$ cat config.mk
export PLATFORM = sky130hd
export DESIGN_NAME = calc_arbiter
export DESIGN_NICKNAME = d
export VERILOG_FILES = /design/src/rtl/calc_arbiter.sv
export SDC_FILE = /design/constraint.sdc
export NUM_CORES = 1
export LEC_CHECK = 0
export BUFFER_PORTS_ARGS = -buffer_cell sky130_fd_sc_hd__buf_2
export CAP_MARGIN = 20
export CELL_PAD_IN_SITES_DETAIL_PLACEMENT = 0
export CELL_PAD_IN_SITES_GLOBAL_PLACEMENT = 2
export CORE_MARGIN = 5
export CORE_UTILIZATION = 29
export DETAILED_ROUTE_END_ITERATION = 16
export PLACE_DENSITY_LB_ADDON = 0.1
export SYNTH_ARGS = -nofsm -noshare
export SYNTH_HDL_FRONTEND = slang
export SYNTH_SLANG_ARGS = --single-unit
$ cat constraint.sdc
create_clock -name clk -period 2.1 [get_ports clk]
set_input_delay 0.105 -clock clk [delete_from_list [all_inputs] [get_ports clk]]
set_output_delay 0.105 -clock clk [all_outputs]
set_load 0.02 [all_outputs]
$ cat src/rtl/calc_arbiter.sv
// ============================================================================
// Module   : calc_arbiter
// Brief    : Round-robin arbiter/sequencer sharing one calculator between two
//            requesters, with a programmable settle time and a response channel.
// Revision : 1.0 - initial release
// ============================================================================
`default_nettype none

module calc_arbiter #(
  parameter int SETTLE_CYCLES = 1,
  parameter int CNT_W         = 16
) (
  input  logic             clk,
  input  logic             rst_n,
  input  logic             req0_valid,
  output logic             req0_ready,
  input  logic [3:0]       req0_a,
  input  logic [3:0]       req0_b,
  input  logic [2:0]       req0_oper,
  input  logic             req1_valid,
  output logic             req1_ready,
  input  logic [3:0]       req1_a,
  input  logic [3:0]       req1_b,
  input  logic [2:0]       req1_oper,
  output logic [3:0]       calc_a,
  output logic [3:0]       calc_b,
  output logic [2:0]       calc_oper,
  input  logic [7:0]       calc_out,
  output logic             rsp_valid,
  input  logic             rsp_ready,
  output logic             rsp_id,
  output logic [7:0]       rsp_data,
  output logic             busy,
  output logic [CNT_W-1:0] op_count
);

  typedef enum logic [1:0] {
    IDLE = 2'd0,
    EXEC = 2'd1,
    RESP = 2'd2
  } state_t;

  localparam logic [3:0] c_settle_last = 4'(SETTLE_CYCLES - 1);

  state_t           r_state;
  logic             r_rr;
  logic [3:0]       r_cnt;
  logic [3:0]       r_calc_a;
  logic [3:0]       r_calc_b;
  logic [2:0]       r_calc_oper;
  logic             r_rsp_valid;
  logic             r_rsp_id;
  logic [7:0]       r_rsp_data;
  logic             r_busy;
  logic [CNT_W-1:0] r_op_count;

  logic w_gnt0;
  logic w_gnt1;
  logic w_idle;

  // A lone requester always wins; on contention the pointer decides.
  assign w_gnt0 = req0_valid & (~req1_valid | ~r_rr);
  assign w_gnt1 = req1_valid & (~req0_valid |  r_rr);
  assign w_idle = (r_state == IDLE);

  assign req0_ready = w_idle & w_gnt0;
  assign req1_ready = w_idle & w_gnt1;

  always_ff @(posedge clk or negedge rst_n) begin
    if (!rst_n) begin
      r_state     <= IDLE;
      r_rr        <= 1'b0;
      r_cnt       <= 4'd0;
      r_calc_a    <= 4'd0;
      r_calc_b    <= 4'd0;
      r_calc_oper <= 3'd0;
      r_rsp_valid <= 1'b0;
      r_rsp_id    <= 1'b0;
      r_rsp_data  <= 8'd0;
      r_busy      <= 1'b0;
      r_op_count  <= '0;
    end else begin
      case (r_state)
        IDLE: begin
          if (w_gnt0 | w_gnt1) begin
            r_state     <= EXEC;
            r_busy      <= 1'b1;
            r_cnt       <= 4'd0;
            r_rsp_id    <= w_gnt1;
            r_rr        <= ~w_gnt1;
            r_calc_a    <= w_gnt1 ? req1_a    : req0_a;
            r_calc_b    <= w_gnt1 ? req1_b    : req0_b;
            r_calc_oper <= w_gnt1 ? req1_oper : req0_oper;
          end
        end
        EXEC: begin
          // Operands have been stable for SETTLE_CYCLES edges when this hits.
          if (r_cnt == c_settle_last) begin
            r_state     <= RESP;
            r_rsp_valid <= 1'b1;
            r_rsp_data  <= calc_out;
            r_op_count  <= r_op_count + CNT_W'(1);
          end else begin
            r_cnt <= r_cnt + 4'd1;
          end
        end
        RESP: begin
          if (rsp_ready) begin
            r_state     <= IDLE;
            r_rsp_valid <= 1'b0;
            r_busy      <= 1'b0;
          end
        end
        default: begin
          r_state     <= IDLE;
          r_rsp_valid <= 1'b0;
          r_busy      <= 1'b0;
        end
      endcase
    end
  end

  assign calc_a    = r_calc_a;
  assign calc_b    = r_calc_b;
  assign calc_oper = r_calc_oper;
  assign rsp_valid = r_rsp_valid;
  assign rsp_id    = r_rsp_id;
  assign rsp_data  = r_rsp_data;
  assign busy      = r_busy;
  assign op_count  = r_op_count;

endmodule

`default_nettype wire

=== Yosys cells after proc, flatten, opt, wreduce, memory -nomap -nowiden ===
Index checks and enable logic that the tools add are counted.

* Register bits after elaboration: 45
* Input port bits: 35
* Word-level logic and storage cells: 56
* Output and inout port bits: 40

* $add $sub $neg: 2
* Bitwise gates (word level): 13
* Equality and inequality tests: 6
* Muxes and demuxes: 15
* Reductions and logical operators: 9

{| class="wikitable"
|+ Operators by type and width
! cell !! count
|-
| $add 16x1->16 const B || 1
|-
| $mux 4 || 4
|-
| $reduce_and 3->1 || 4
|-
| $pmux 4 s2 || 1
|-
| $mux 2 || 3
|-
| $ne 2x2->1 const B || 3
|-
| $not 1->1 || 6
|-
| $pmux 1 s3 || 2
|-
| $pmux 2 s3 || 1
|-
| $add 4x1->4 const B || 1
|-
| $and 1x1->1 || 4
|-
| $logic_not 4->1 || 1
|-
| $reduce_and 2->1 || 2
|-
| $mux 1 || 3
|-
| $mux 3 || 1
|-
| $or 1x1->1 || 3
|-
| $eq 2x1->1 const B || 1
|-
| $eq 2x2->1 const B || 1
|-
| $logic_not 2->1 || 1
|-
| $ne 2x1->1 const B || 1
|-
| $reduce_bool 2->1 || 1
|}

=== Depth between registers and ports, before layout ===
* Depth in word-level cells: 6
* Depth in mapped cells: 6
* Gate-level depth less buffers: 6

=== Worst setup path before layout ===
OpenSTA, ideal clock, no wires.

* Kind: flip-flop to flip-flop
* From: reg r_cnt[0]
* To: reg r_op_count[5] (netlist: op_count[5])
* Arrival: 1.614 ns
* Slack: 0.410 ns
* Path buffers: 0
* Stages on the path, launching flop included: 7
* Clock period less this slack: 1.690 ns
* Setup time: 0.076 ns
* Data required time: 2.024 ns
* Cells stage by stage: dfrtp_1 > inv_1 > ha_1 > or4b_4 > nor2_4 > and3_4 > xor2_2

* Cells in the longest elaborated chain, start to end: 2

{| class="wikitable"
|+ RTL lines
! element !! line !! source
|-
| start, declared || 47 || <nowiki>logic [3:0] r_cnt;</nowiki>
|-
| start signal, assigned || 104 || <nowiki>r_cnt <= r_cnt + 4'd1;</nowiki>
|-
| $logic_not 4->1 || 98 || <nowiki>if (r_cnt == c_settle_last) begin</nowiki>
|-
| $reduce_and 2->1 (no source line) || -- ||
|-
| end signal, assigned || 102 || <nowiki>r_op_count <= r_op_count + CNT_W'(1);</nowiki>
|-
| end, declared || 55 || <nowiki>logic [CNT_W-1:0] r_op_count;</nowiki>
|}

Every way passes these cells.
A chain may end at the register's enable or synchronous reset.

=== Worst setup path in the final report ===
* From: reg r_cnt[0]
* To: reg r_op_count[15] (netlist: op_count[15])

The elaborated chain is that of the path after synthesis.

==> run_results.csv <==
group,metric,value,unit
clock_network,cts_num_sinks,45,
critical_path,path_buf_inv,1,
critical_path,slowest_stage,"or4b_4",
sta,skew,0.005100,ns
critical_path,cp_max_fo,7,
logic_synthesis,yosysMostFrequentCell,"dfrtp_1",
final_layout,nNetsFinal,302,
logic_synthesis,synthFlopType,"dfrtp_1",
logic_synthesis,synth_top_cell_by_area,"dfrtp_1",
logic_synthesis,synth_top_area_share,55.83,%
grt,grt_pass1_wl,7652,µm
critical_path,cp_top_family,"simple AND/OR/NAND/NOR gates",
routing,drt_wl_total,4543,µm
routing,routed-wl-met2,2055,µm
logic_synthesis,ys.warnings.count,0,
critical_path,startpoint_type,"register",
power_and_ir_drop,power.density,1340,nW/µm²
final_layout,drive_gt1_share,38.87,%
power_and_ir_drop,switching_share,39.03,%
final_layout,insertedDiodeCount,0,
sta,timing.fmax,549.9,MHz
place,place_ws,0.2896,ns
logic_synthesis,postSynth.asyncResetShare,100.0,%
routing,num_vias,1536,
run_status,status,"complete, no violations",
routing,met3_length,301,µm
critical_path,crit_type,"reg2reg",
sta,finalSetupViolCount,0,
sta,grt_setup_unrepaired,"no",
critical_path,crit_required,2.28,ns
power_and_ir_drop,power_frac_comb,42.8,%
logic_synthesis,synth-edff-count,0,
clock_network,ctsHtreeMaxLevel,2,
logic_synthesis,synth_area,2017,µm²
routing,wl_per_cell,12.58,µm
grt,grt_util_all_layers,11.05,%
place,io_buffers,74,
grt,grt_max_degree,46,
floorplan,die_w,93.40,µm
floorplan,fp.dieH,93.40,µm
clock_network,ctsLongestPathBuffers,2,
place,dp_hpwl,3436,µm
logic_synthesis,synth.distinct_cells,33,
sta,min_period,1.819,ns
sta,hold_viol,0,
grt,grt_pass1_vias,1543,
logic_synthesis,synth_area_leaders,"dfrtp_1 56%, xnor2_1 5.6%, mux2i_1 5.5%",
floorplan,start_util,29.69,%
critical_path,cp.arrival,2.00,ns
critical_path,cp_cell_sequence,"inv_1, ha_1, or4b_4, nor2_4, nand4_1, xnor2_1",
power_and_ir_drop,p_leak,1.330,nW
routing,highest_layer,"met4",
final_layout,area_growth,31.95,%
routing,drt_iter0_markers,43,
floorplan,fp.coreArea,6794,µm²
routing,antenna_left,0,
place,gp_congestion,0.7319,
clock_network,cts_tree,"yes",
sta,tightest_slew,0.5831,ns
routing,drcViolationCount,0,
sta,finalSetupTns,0,ns
power_and_ir_drop,vdd_ir_drop_max,0.4254,mV
grt,antenna_found_initial,0,
routing,wl_met1,2125,µm
grt,grt_overflow_total,0,
logic_synthesis,synth_cells,181,
critical_path,end_kind,"register",
logic_synthesis,ys_ff_latch,45,
floorplan,rows,30,
logic_synthesis,synth.net_count,219,
critical_path,slowest_delay,0.51,ns
power_and_ir_drop,p_int,2.175,mW
power_and_ir_drop,clkPwrFrac,18.8,%
logic_synthesis,synth_common_cells,"45 x dfrtp_1, 24 x nand2_1, 15 x o21ai_0",
sta,relSlewSlack,61.13,%
logic_synthesis,syn_area_per_cell,11.14,µm²
final_layout,fin_util,39.17,%
routing,drt_pass1_iterations,4,
sta,period_share,86.60,%
routing,viasPerCell,4.255,
flow_run,maxCapViolCount,0,
power_and_ir_drop,p_switching,1.392,mW
clock_network,cts-buffers-inserted,5,
power_and_ir_drop,sequentialPowerShare,38.4,%
floorplan,boundaryPins,75,
clock_network,path_clk_slew,0.08,ns
clock_network,clock_latency,0.29,ns
worst_hold_path,hold_class,"in2reg",
logic_synthesis,synth_sequential_area_ratio,55.83,%
clock_network,cts_root_buf,"clkbuf_8",
floorplan,die_area,8723,µm²
clock_network,postCtsSetupBuffers,0,
sta,report.final.slew_viol_count,0,
sta,layout_setup_ws,0.2814,ns
final_layout,fill_cells,700,
-- registers in the layout, indices dropped and copies added (netlist names) --
register   flops
op_count      16
rsp_data       8
calc_a         4
calc_b         4
r_cnt          4
calc_oper      3
r_state        2
busy           1
r_rr           1
rsp_id         1
rsp_valid      1
-- timing repair --
action,in CTS,in global routing
gates resized for setup,0,0
endpoints found under the hold margin,45,0
hold buffers,1,0
-- worst reg2reg max path, stage by stage, from the launching register on --
cell and delay, ns:
dfrtp_1 0.44, inv_1 0.08, ha_1 0.16, or4b_4 0.51, nor2_4 0.23, nand4_1 0.14, xnor2_1 0.15
-- power groups by stage --
stage	sequential, mW	combinational [mW]	clock (mW)
after floorplan	1.70	0.685	0
after global placement	1.38	1.56	0
after detailed placement	1.39	1.56	0
after CTS	1.37	1.57	0.706
after global routing	1.42	1.70	0.750
final	1.37	1.53	0.671
-- final timing paths --
check / from / end / slack (ns) / cells after the start
min in group asynchronous: rst_n / calc_b[1]$_DFFE_PN0P_ / 0.43 / 3
max reg2reg: r_cnt[0]$_DFFE_PN0P_ / op_count[15]$_DFFE_PN0P_ / 0.28 / 6
min reg2reg: calc_a[0]$_DFFE_PN0P_ / calc_a[0]$_DFFE_PN0P_ / 0.48 / 2
min: calc_out[4] / rsp_data[4]$_DFFE_PN0P_ / 0.04 / 2
max: r_cnt[0]$_DFFE_PN0P_ / op_count[15]$_DFFE_PN0P_ / 0.28 / 6
max in group asynchronous: rst_n / calc_a[2]$_DFFE_PN0P_ / 1.28 / 3
-- final cells by class --
class,instances,area [µm²],area share [%]
multi-input combinational,124,843.3,31.69
sequential,45,1126,42.31
clock buffer,7,86.33,3.244
clock inverter,1,30.03,1.128
timing repair buffer,82,432.9,16.27
inverter,6,22.52,0.8463
tap,96,120.1,4.513
-- per-layer routing --
layer	global-route usage, %	up-vias
met5	0	-
met4	3.663	0
met3	3.459	5
met2	16.44	38
met1	15.18	704
li1	-	789
-- layout by cell type (no fill, tap or decap) --
cell type / n
buf_2: 74
dfrtp_1: 45
nand2_1: 24
o21ai_0: 14
xnor2_1: 13
mux2i_1: 11
mux2_2: 9
nor2_1: 7
nand3_1: 7
buf_4: 7
inv_1: 6
a21oi_1: 6
clkbuf_8: 6
nor3_1: 5
nand4_1: 5
ha_1: 3
o21ai_1: 2
nor2_4: 2
nor4b_1: 1
nor3b_1: 1
nand2b_1: 1
or2_2: 1
o2bb2ai_1: 1
a31oi_1: 1
o22a_1: 1
o22ai_1: 1
or4b_4: 1
and3_4: 1
xor2_2: 1
xor2_1: 1
a21o_1: 1
a22o_1: 1
nor2b_1: 1
o41ai_1: 1
bufinv_16: 1
clkbuf_1: 1
dlygate4sd3_1: 1
-- stage by stage --
step                power, mW  hold WS (ns)  instances  instance area [µm²]
finish                  3.567       0.04032        361                 2661
global route            3.877       0.02099        361                 2661
CTS                     3.646       0.02798        361                 2661
detailed placement      2.950        0.2424        352                 2535
global placement        2.949        0.2439        352                 2535
floorplan               2.386       -0.1906        181                 2017
-- cell families after synthesis --
kind of cell    synth area share, %
simple gates                  14.39
flops                         55.83
compound gates                8.189
mux                           10.48
xor+xnor                      6.886
buf+inv                       2.357
fa+ha+maj                     1.861
Note: power is estimated with default switching activity, not from simulation.
